`src/rtl/seg7_time_decoder.sv`:
```
// Receive-side monitor for a two-digit active-low 7-segment display: debounces, decodes, range-checks.
// Optional +1/wrap stepping check is enabled by defining SEG7_DEC_STEP_CHECK_EN.
module seg7_time_decoder #(
    parameter int unsigned STABLE_CYCLES = 4,
    parameter int unsigned MAX_VALUE     = 59,
    parameter int unsigned CW            = 4
) (
    input  logic       clk,
    input  logic       reset,
    input  logic [6:0] seg_ones,
    input  logic [6:0] seg_tens,
    output logic [5:0] value,
    output logic [3:0] ones_bcd,
    output logic [3:0] tens_bcd,
    output logic       valid,
    output logic       update,
    output logic       invalid,
    output logic       wrap,
    output logic       step_err
);

    localparam int unsigned SW = 7;
    localparam int unsigned VW = 6;

    typedef enum logic [1:0] {ST_WAIT, ST_SETTLE, ST_LOCKED} state_t;

    state_t        state_q, state_d;
    logic [SW-1:0] samp_ones_q, samp_ones_d, samp_tens_q, samp_tens_d;
    logic [CW-1:0] cnt_q, cnt_d;
    logic [VW-1:0] value_q, value_d;
    logic [3:0]    ones_bcd_q, ones_bcd_d, tens_bcd_q, tens_bcd_d;
    logic          valid_q, valid_d, update_q, update_d, invalid_q, invalid_d;
    logic          wrap_d, step_err_d;

    logic [4:0]    ones_dec, tens_dec;
    logic [VW-1:0] cand_value;
    logic          cand_legal, changed, accept;

    // Returns {legal, digit}; anything outside the ten glyphs (blank included) is illegal.
    function automatic logic [4:0] seg_decode(input logic [SW-1:0] seg);
        case (seg)
            7'b0000001: seg_decode = {1'b1, 4'd0};
            7'b1001111: seg_decode = {1'b1, 4'd1};
            7'b0010010: seg_decode = {1'b1, 4'd2};
            7'b0000110: seg_decode = {1'b1, 4'd3};
            7'b1001100: seg_decode = {1'b1, 4'd4};
            7'b0100100: seg_decode = {1'b1, 4'd5};
            7'b0100000: seg_decode = {1'b1, 4'd6};
            7'b0001111: seg_decode = {1'b1, 4'd7};
            7'b0000000: seg_decode = {1'b1, 4'd8};
            7'b0000100: seg_decode = {1'b1, 4'd9};
            default:    seg_decode = {1'b0, 4'd0};
        endcase
    endfunction

    always_comb begin
        state_d     = state_q;
        samp_ones_d = samp_ones_q;
        samp_tens_d = samp_tens_q;
        cnt_d       = cnt_q;
        value_d     = value_q;
        ones_bcd_d  = ones_bcd_q;
        tens_bcd_d  = tens_bcd_q;
        valid_d     = valid_q;
        invalid_d   = invalid_q;
        update_d    = 1'b0;
        wrap_d      = 1'b0;
        step_err_d  = 1'b0;
        accept      = 1'b0;

        // Decode works on the sampled pair: acceptance only happens when input == sample.
        ones_dec   = seg_decode(samp_ones_q);
        tens_dec   = seg_decode(samp_tens_q);
        cand_value = (VW'(tens_dec[3:0]) << 3) + (VW'(tens_dec[3:0]) << 1) + VW'(ones_dec[3:0]);
        cand_legal = ones_dec[4] && tens_dec[4] && (tens_dec[3:0] <= 4'd5)
                     && (cand_value <= VW'(MAX_VALUE));
        changed    = ({seg_tens, seg_ones} != {samp_tens_q, samp_ones_q});

        if (changed) begin
            samp_ones_d = seg_ones;
            samp_tens_d = seg_tens;
            cnt_d       = '0;
            state_d     = ST_SETTLE;
        end else begin
            if (cnt_q < CW'(STABLE_CYCLES)) begin
                cnt_d = cnt_q + CW'(1);
            end
            accept = (state_q == ST_SETTLE) && (cnt_q == CW'(STABLE_CYCLES - 1));
        end

        if (accept) begin
            state_d = ST_LOCKED;
            if (cand_legal) begin
                value_d    = cand_value;
                ones_bcd_d = ones_dec[3:0];
                tens_bcd_d = tens_dec[3:0];
                valid_d    = 1'b1;
                invalid_d  = 1'b0;
                // A glitch that settles back onto the held reading stays silent.
                if (!valid_q || (cand_value != value_q)) begin
                    update_d = 1'b1;
                    if (valid_q) begin
                        wrap_d     = (value_q == VW'(MAX_VALUE)) && (cand_value == '0);
                        step_err_d = !wrap_d && (cand_value != (value_q + VW'(1)));
                    end
                end
            end else begin
                valid_d   = 1'b0;
                invalid_d = 1'b1;
            end
        end
    end

    always_ff @(posedge clk or posedge reset) begin
        if (reset) begin
            state_q     <= ST_WAIT;
            samp_ones_q <= 7'h7F;
            samp_tens_q <= 7'h7F;
            cnt_q       <= '0;
            value_q     <= '0;
            ones_bcd_q  <= '0;
            tens_bcd_q  <= '0;
            valid_q     <= 1'b0;
            update_q    <= 1'b0;
            invalid_q   <= 1'b0;
        end else begin
            state_q     <= state_d;
            samp_ones_q <= samp_ones_d;
            samp_tens_q <= samp_tens_d;
            cnt_q       <= cnt_d;
            value_q     <= value_d;
            ones_bcd_q  <= ones_bcd_d;
            tens_bcd_q  <= tens_bcd_d;
            valid_q     <= valid_d;
            update_q    <= update_d;
            invalid_q   <= invalid_d;
        end
    end

`ifdef SEG7_DEC_STEP_CHECK_EN
    logic wrap_q, step_err_q;

    always_ff @(posedge clk or posedge reset) begin
        if (reset) begin
            wrap_q     <= 1'b0;
            step_err_q <= 1'b0;
        end else begin
            wrap_q     <= wrap_d;
            step_err_q <= step_err_d;
        end
    end

    assign wrap     = wrap_q;
    assign step_err = step_err_q;
`else
    logic unused_step;
    assign unused_step = wrap_d ^ step_err_d;
    assign wrap        = 1'b0;
    assign step_err    = 1'b0;
`endif

    assign value    = value_q;
    assign ones_bcd = ones_bcd_q;
    assign tens_bcd = tens_bcd_q;
    assign valid    = valid_q;
    assign update   = update_q;
    assign invalid  = invalid_q;

endmodule
```
`config.mk`:
```
export PLATFORM = sky130hd
export DESIGN_NAME = seg7_time_decoder
export DESIGN_NICKNAME = d
export VERILOG_FILES = /design/src/rtl/seg7_time_decoder.sv
export SDC_FILE = /design/constraint.sdc
export NUM_CORES = 1
export LEC_CHECK = 0
export BUFFER_PORTS_ARGS = -buffer_cell sky130_fd_sc_hd__clkbuf_2
export CORE_MARGIN = 3
export CORE_UTILIZATION = 45
export CTS_CLUSTER_SIZE = 14
export DETAILED_ROUTE_END_ITERATION = 8
export PLACE_DENSITY = 0.67
export SYNTH_ARGS = -nofsm -noshare
export SYNTH_HDL_FRONTEND = slang
export SYNTH_SLANG_ARGS = --single-unit
```
`constraint.sdc`:
```
create_clock -name clk -period 5.34 [get_ports clk]
set_clock_uncertainty 0.1 [all_clocks]
set_input_delay 1.068 -clock clk [delete_from_list [all_inputs] [get_ports clk]]
set_output_delay 1.068 -clock clk [all_outputs]
set_load 0.01 [all_outputs]
```
# Word-level counts from Yosys, hierarchy flattened
# Cells that the tools add are included.
[word_totals]
inputBits = 16
ff_bits = 37
[classes]
n_addsub = 3
n_lt_le_gt_ge = 3
mux = 12
reduce_logical = 11
eq_ne = 22
[ops]
columns = ["operator", "n"]
rows = [
  ["one-hot mux 5 bit (10 select lines)", 2],
  ["== test 7 x 3 -> 1 bit, second input constant", 4],
  ["== test 7 x 6 -> 1 bit, second input constant", 4],
  ["== test 7 bit, second input constant", 4],
  ["== test 7 x 1 -> 1 bit, second input constant", 2],
  ["== test 7 x 4 -> 1 bit, second input constant", 2],
  ["== test 7 x 5 -> 1 bit, second input constant", 2],
  ["logical NOT 7 bit", 2],
  ["inequality test 14 bit", 1],
  ["2-to-1 mux 4 bit", 2],
  ["adder 6 x 4 -> 6 bit", 1],
  ["adder 6 x 5 -> 6 bit", 1],
  ["less-or-equal comparator 6 bit, second input constant", 1],
  ["2-to-1 mux 1 bit", 6],
  ["inequality test 6 bit", 1],
  ["adder 4 x 1 -> 4 bit, second input constant", 1],
  ["== test 4 x 2 -> 1 bit, second input constant", 1],
  ["less-or-equal comparator 4 x 3 -> 1 bit, second input constant", 1],
  ["logical AND 1 bit", 4],
  ["less-than comparator 4 x 3 -> 1 bit, second input constant", 1],
  ["2-to-1 mux 2 bit", 2],
  ["nonzero test 2 bit", 2],
  ["== test 2 x 1 -> 1 bit, second input constant", 1],
  ["AND reduction 2 bit", 1],
  ["2 further kinds", 2],
]

# Depth between registers and ports, before layout
[logic_depth]
depth_word = 9
ltp_mapped = 15
depth_no_buf = 13

# Worst setup path after synthesis
# OpenSTA, ideal clock, no wires.
[synth_path]
path_kind = "reg-to-reg"
from = "reg samp_tens_q[6]"
to = "reg ones_bcd_q[2] (netlist: ones_bcd[2])"
path_slack_ns = 1.362
stages_incl_launch_ff = 14
path_buffers = 1
setup_time_ns = 0.125
arrival_ns = 3.752
t_required_ns = 5.115
path_cell_list = "dfstp_2 > or3b_1 > a2111oi_4 > a31oi_4 > fa_1 > inv_1 > ha_1 > a21o_1 > a21oi_1 > xor2_1 > xnor2_2 > o211ai_4 > buf_6 > mux2_4"
[synth_between]
elab_chain_len = 7
[synth_rtl]
columns = ["element", "line_no", "source"]
rows = [
  ["start: declaration", "28", "logic [SW-1:0] samp_ones_q, samp_ones_d, samp_tens_q, samp_tens_d;"],
  ["start signal: assignment", "129", "samp_tens_q <= samp_tens_d;"],
  ["== test 7 x 3 -> 1 bit, or another cell as far along", "41", "case (seg)"],
  ["one-hot mux 5 bit (10 select lines)", "41", ""],
  ["adder 6 x 5 -> 6 bit", "74", "cand_value = (VW'(tens_dec[3:0]) << 3) + (VW'(tens_dec[3:0]) << 1) + VW'(ones_dec[3:0]);"],
  ["adder 6 x 4 -> 6 bit", "74", ""],
  ["less-or-equal comparator 6 bit", "76", "&& (cand_value <= VW'(MAX_VALUE));"],
  ["logical AND 1 bit", "76", ""],
  ["AND reduction 2 bit (no line) *", "-", ""],
  ["end signal: assignment", "132", "ones_bcd_q <= ones_bcd_d;"],
  ["end: declaration", "31", "logic [3:0] ones_bcd_q, ones_bcd_d, tens_bcd_q, tens_bcd_d;"],
]
# Every way passes the cells marked *; elsewhere a longest branch is shown, timed or not.
# A chain may end at the register's enable or synchronous reset.

# Worst setup path after layout
[layout_path]
from = "reg samp_tens_q[6]"
to = "reg value_q[1] (netlist: value[1])"
[layout_between]
elab_chain_len = 7
[layout_rtl]
columns = ["element", "line_no", "source"]
rows = [
  ["== test 7 x 3 -> 1 bit, or another cell as far along", "41", ""],
  ["one-hot mux 5 bit (10 select lines)", "41", ""],
  ["adder 6 x 5 -> 6 bit", "74", ""],
  ["adder 6 x 4 -> 6 bit", "74", ""],
  ["less-or-equal comparator 6 bit", "76", ""],
  ["logical AND 1 bit", "76", ""],
  ["AND reduction 2 bit (no line)", "-", ""],
  ["end signal: assignment", "131", "value_q <= value_d;"],
  ["end: declaration", "30", "logic [VW-1:0] value_q, value_d;"],
]
# Parallel ways exist; a longest one is shown, timed or not.

==> flow_metrics.tcl <==
set metrics [dict create \
    io_pins 35 \
    drcViolationCount 0 \
    grt_usage_pct 15.1 \
    cp.buffers_inverters 1 \
    worst_skew_pair.late_latency_ns 0.28 \
    postSynthAreaPerCell_um2 10.3 \
    sort_of_element_at_the_end_of_the_critical_path "flip-flop" \
    die_width_um 76.1 \
    ctsLongestPathBuffers 2 \
    power_frac_clock_pct 38.4 \
    core_area_um2 4530 \
    gp_routability_congestion 0.803 \
    comb_power_share_pct 7.9 \
    grt_first_pass_wirelength_um 7130 \
    design_area_um2 2430 \
    floorplan.die.height_um 76.1 \
    overflow_left_after_global_routing 0 \
    netlist_instances 214 \
    layout.cells.most_common_list "clkbuf_2, dfrtp_1, xor2_1" \
    netlist.top_cell.by_area "dfrtp_1" \
    synth.distinct_cells 51 \
    ant_nets 0 \
    maximum_number_of_pins_on_one_net_before_global_route_repair 37 \
    post_drt_wl_per_cell_um 13.5 \
    leakage_nw 1.14 \
    multi_input_area_um2 1120 \
    critPathLaunchType "flip-flop" \
    dieArea_um2 5790 \
    post-cts-setup-buffer-count 0 \
    layout.filler_cells 414 \
    synth_area_leaders "dfrtp_1, dfstp_2, xor2_1" \
    setup_violations 0 \
    antenna_cells_inserted 0 \
    cts.repair.resized 0 \
    timing.reg2reg.worst_path_depth 12 \
    holdCritStartpoint "invalid" \
    path_max_fanout 13 \
    drtPass1Iterations 4 \
    cts_tree "yes" \
    vias 1493 \
    finalWorstPathRequiredPeriod_ns 4.25 \
    drive_gt1_share_pct 28.1 \
    setup_repair_after_global_routing_missed_its_margin "false" \
    critical-path-slowest-cell "dfstp_2" \
    detailed_placer_s_ending_hpwl_um 2940 \
    fin_crit_sh_pct 79.6 \
    cts-hold-fix-buffers 0 \
    synth_edf_count 0 \
    rows 24 \
    postSynth.topFlopCell "dfrtp_1" \
    detail_route.wirelength_um 3970 \
    clock_pin_slew_worst_setup_and_hold_paths_ns 0.07 \
    worstSetupPathType "flip-flop to flip-flop" \
    place.port_buffers 32 \
    power_per_cell_area_nw_per_um2 227 \
    timing.max_slew.rel_slack_pct 63.1 \
    cp-startpoint "samp_tens_q[6]" \
    slew_viol_final 0 \
    cts_root_buf "clkbuf_8" \
    numCtsBuffers 5 \
    critical-path-top-delay-family "compound AO/OA/AOI/OAI gates" \
    htree_levels 2 \
    power_switching_mw 0.132 \
    grt_pass1_vias 1511 \
    synth.cell_area_um2 2210 \
    synthesis.yosys.warnings 0 \
    worst_slew_pin_slew_ns 0.550 \
    fin_nets 252 \
    vias_per_inst 5.10 \
    fin_tns_setup_ns 0 \
    final_common_cell "clkbuf_2" \
    hold_path_class "flip-flop to flip-flop" \
    cap_viol_max_count 0 \
    critical-path-max-stage-delay_ns 0.60 \
    areaGrowthSynthToFinish_pct 10.0 \
    ir_worst_vdd_mv 0.134 \
    logic_depth_of_the_worst_path_buffers_included 12 \
    layout.area.seq_um2 918 \
    fmax_mhz 235 \
    hold_viol_final 0 \
    whs_ns 0.389 \
    drt_first_iter_violations 91 \
    initial_core_util_pct 48.8 \
    ys_seq_area_share_pct 41.5 \
    numClockSinks 36 \
    power_report.internal_total_mw 0.421 \
    power_frac_seq_pct 53.7 \
    sw_frac_of_total_pct 23.9 \
    outcome "complete, no violations" \
    antenna_found_initial 0 \
    ys_seq_elements 36 \
    crit_chain "or3b_1 > a2111oi_4 > a31oi_4 > fa_1 > inv_1 > ha_1 > a21o_1 > a21oi_1 > xor2_1 > xnor2_2 > o211ai_4 > mux2_1" \
    required_ns 5.41 \
    synth_largest_type_area_fraction_pct 24.9 \
    critPathArrivalTime_ns 4.32 \
    ys_async_sr_fraction_pct 100 \
    rr_startpoint "samp_tens_q[6]" \
    hold_depth 1 \
    placed_cell_area_um2 2330 \
]
kinds of logic after synthesis:
kind of cell | Yosys count | share of synthesized area (%)
AND/OR/NAND/NOR | 57 | 15.2
buffers and inverters | 40 | 7.97
flip-flops | 36 | 41.5
AO/OA/AOI/OAI | 34 | 12.8
XOR/XNOR | 28 | 11.4
adder cells (fa/ha/maj) | 9 | 5.77
multiplexers | 9 | 5.15
other | 1 | 0.170
sequential cells by signal, indices dropped and copies added, names as in the netlist:
name,flops
state_q,2
invalid,1
update,1
value,6
ones_bcd,3
samp_ones_q,7
cnt_q,4
valid,1
tens_bcd,4
samp_tens_q,7
synth_stat cells (all sizes together), types with 2 or more instances:
cell type,number
o21a,2
and3,2
a21oi,11
mux2,7
o211ai,2
nor2,12
nor3,5
buf,10
dfstp,14
o21ai,5
nand2b,3
ha,7
clkbuf,18
inv,12
a21o,2
or4,2
xor2,19
nand3b,2
fa,2
nand3,2
a2111oi,2
a31oi,4
and3b,2
xnor2,9
and4b,2
nor4,4
nand4b,2
nor4b,2
mux2i,2
dfrtp,22
nand2,7
nand4,2
or3,3
stage by stage:
stage	power [mW]	cells	utilization, %	setup slack [ns]
2_1_floorplan	0.334	215	-	1.36
3_3_place_gp	0.345	285	51.5	1.15
3_5_place_dp	0.346	285	51.5	1.08
4_1_cts	0.562	293	53.7	1.05
5_1_grt	0.584	293	53.7	0.845
6_report	0.553	293	53.7	1.09
per-layer routing:
layer	up-vias	track usage (%)	share of wire, %
met5	-	0	0
met4	0	4.89	1.2
met3	5	3.31	3.5
met2	27	24.5	46
met1	712	20.0	49
li1	749	-	-
path summary, 6_finish.rpt:
check                                      end  slack (ns)
worst max-delay path                  value[1]        1.09
worst min-delay path                   invalid        0.39
worst max register to register        value[1]        1.09
worst min register to register         invalid        0.39
max in group asynchronous       samp_ones_q[3]        4.04
min in group asynchronous             value[5]        0.76
final cells by class:
cell class / instances / share of cell area [%]
clock buffer: 8 / 4.11
timing repair buffer: 33 / 6.89
tap: 65 / 3.34
inverter: 12 / 1.85
sequential: 36 / 37.7
multi-input combinational: 139 / 46.1
power groups by stage:
| stage | Clock (mW) | Sequential [mW] | Combinational (mW) |
|---|---|---|---|
| 2_1_floorplan | 0 | 0.290 | 0.0447 |
| 3_3_place_gp | 0 | 0.301 | 0.0442 |
| 3_5_place_dp | 0 | 0.301 | 0.0446 |
| 4_1_cts | 0.220 | 0.296 | 0.0449 |
| 5_1_grt | 0.235 | 0.298 | 0.0503 |
| 6_report | 0.212 | 0.297 | 0.0439 |
Note: power is estimated with default switching activity, not from simulation.
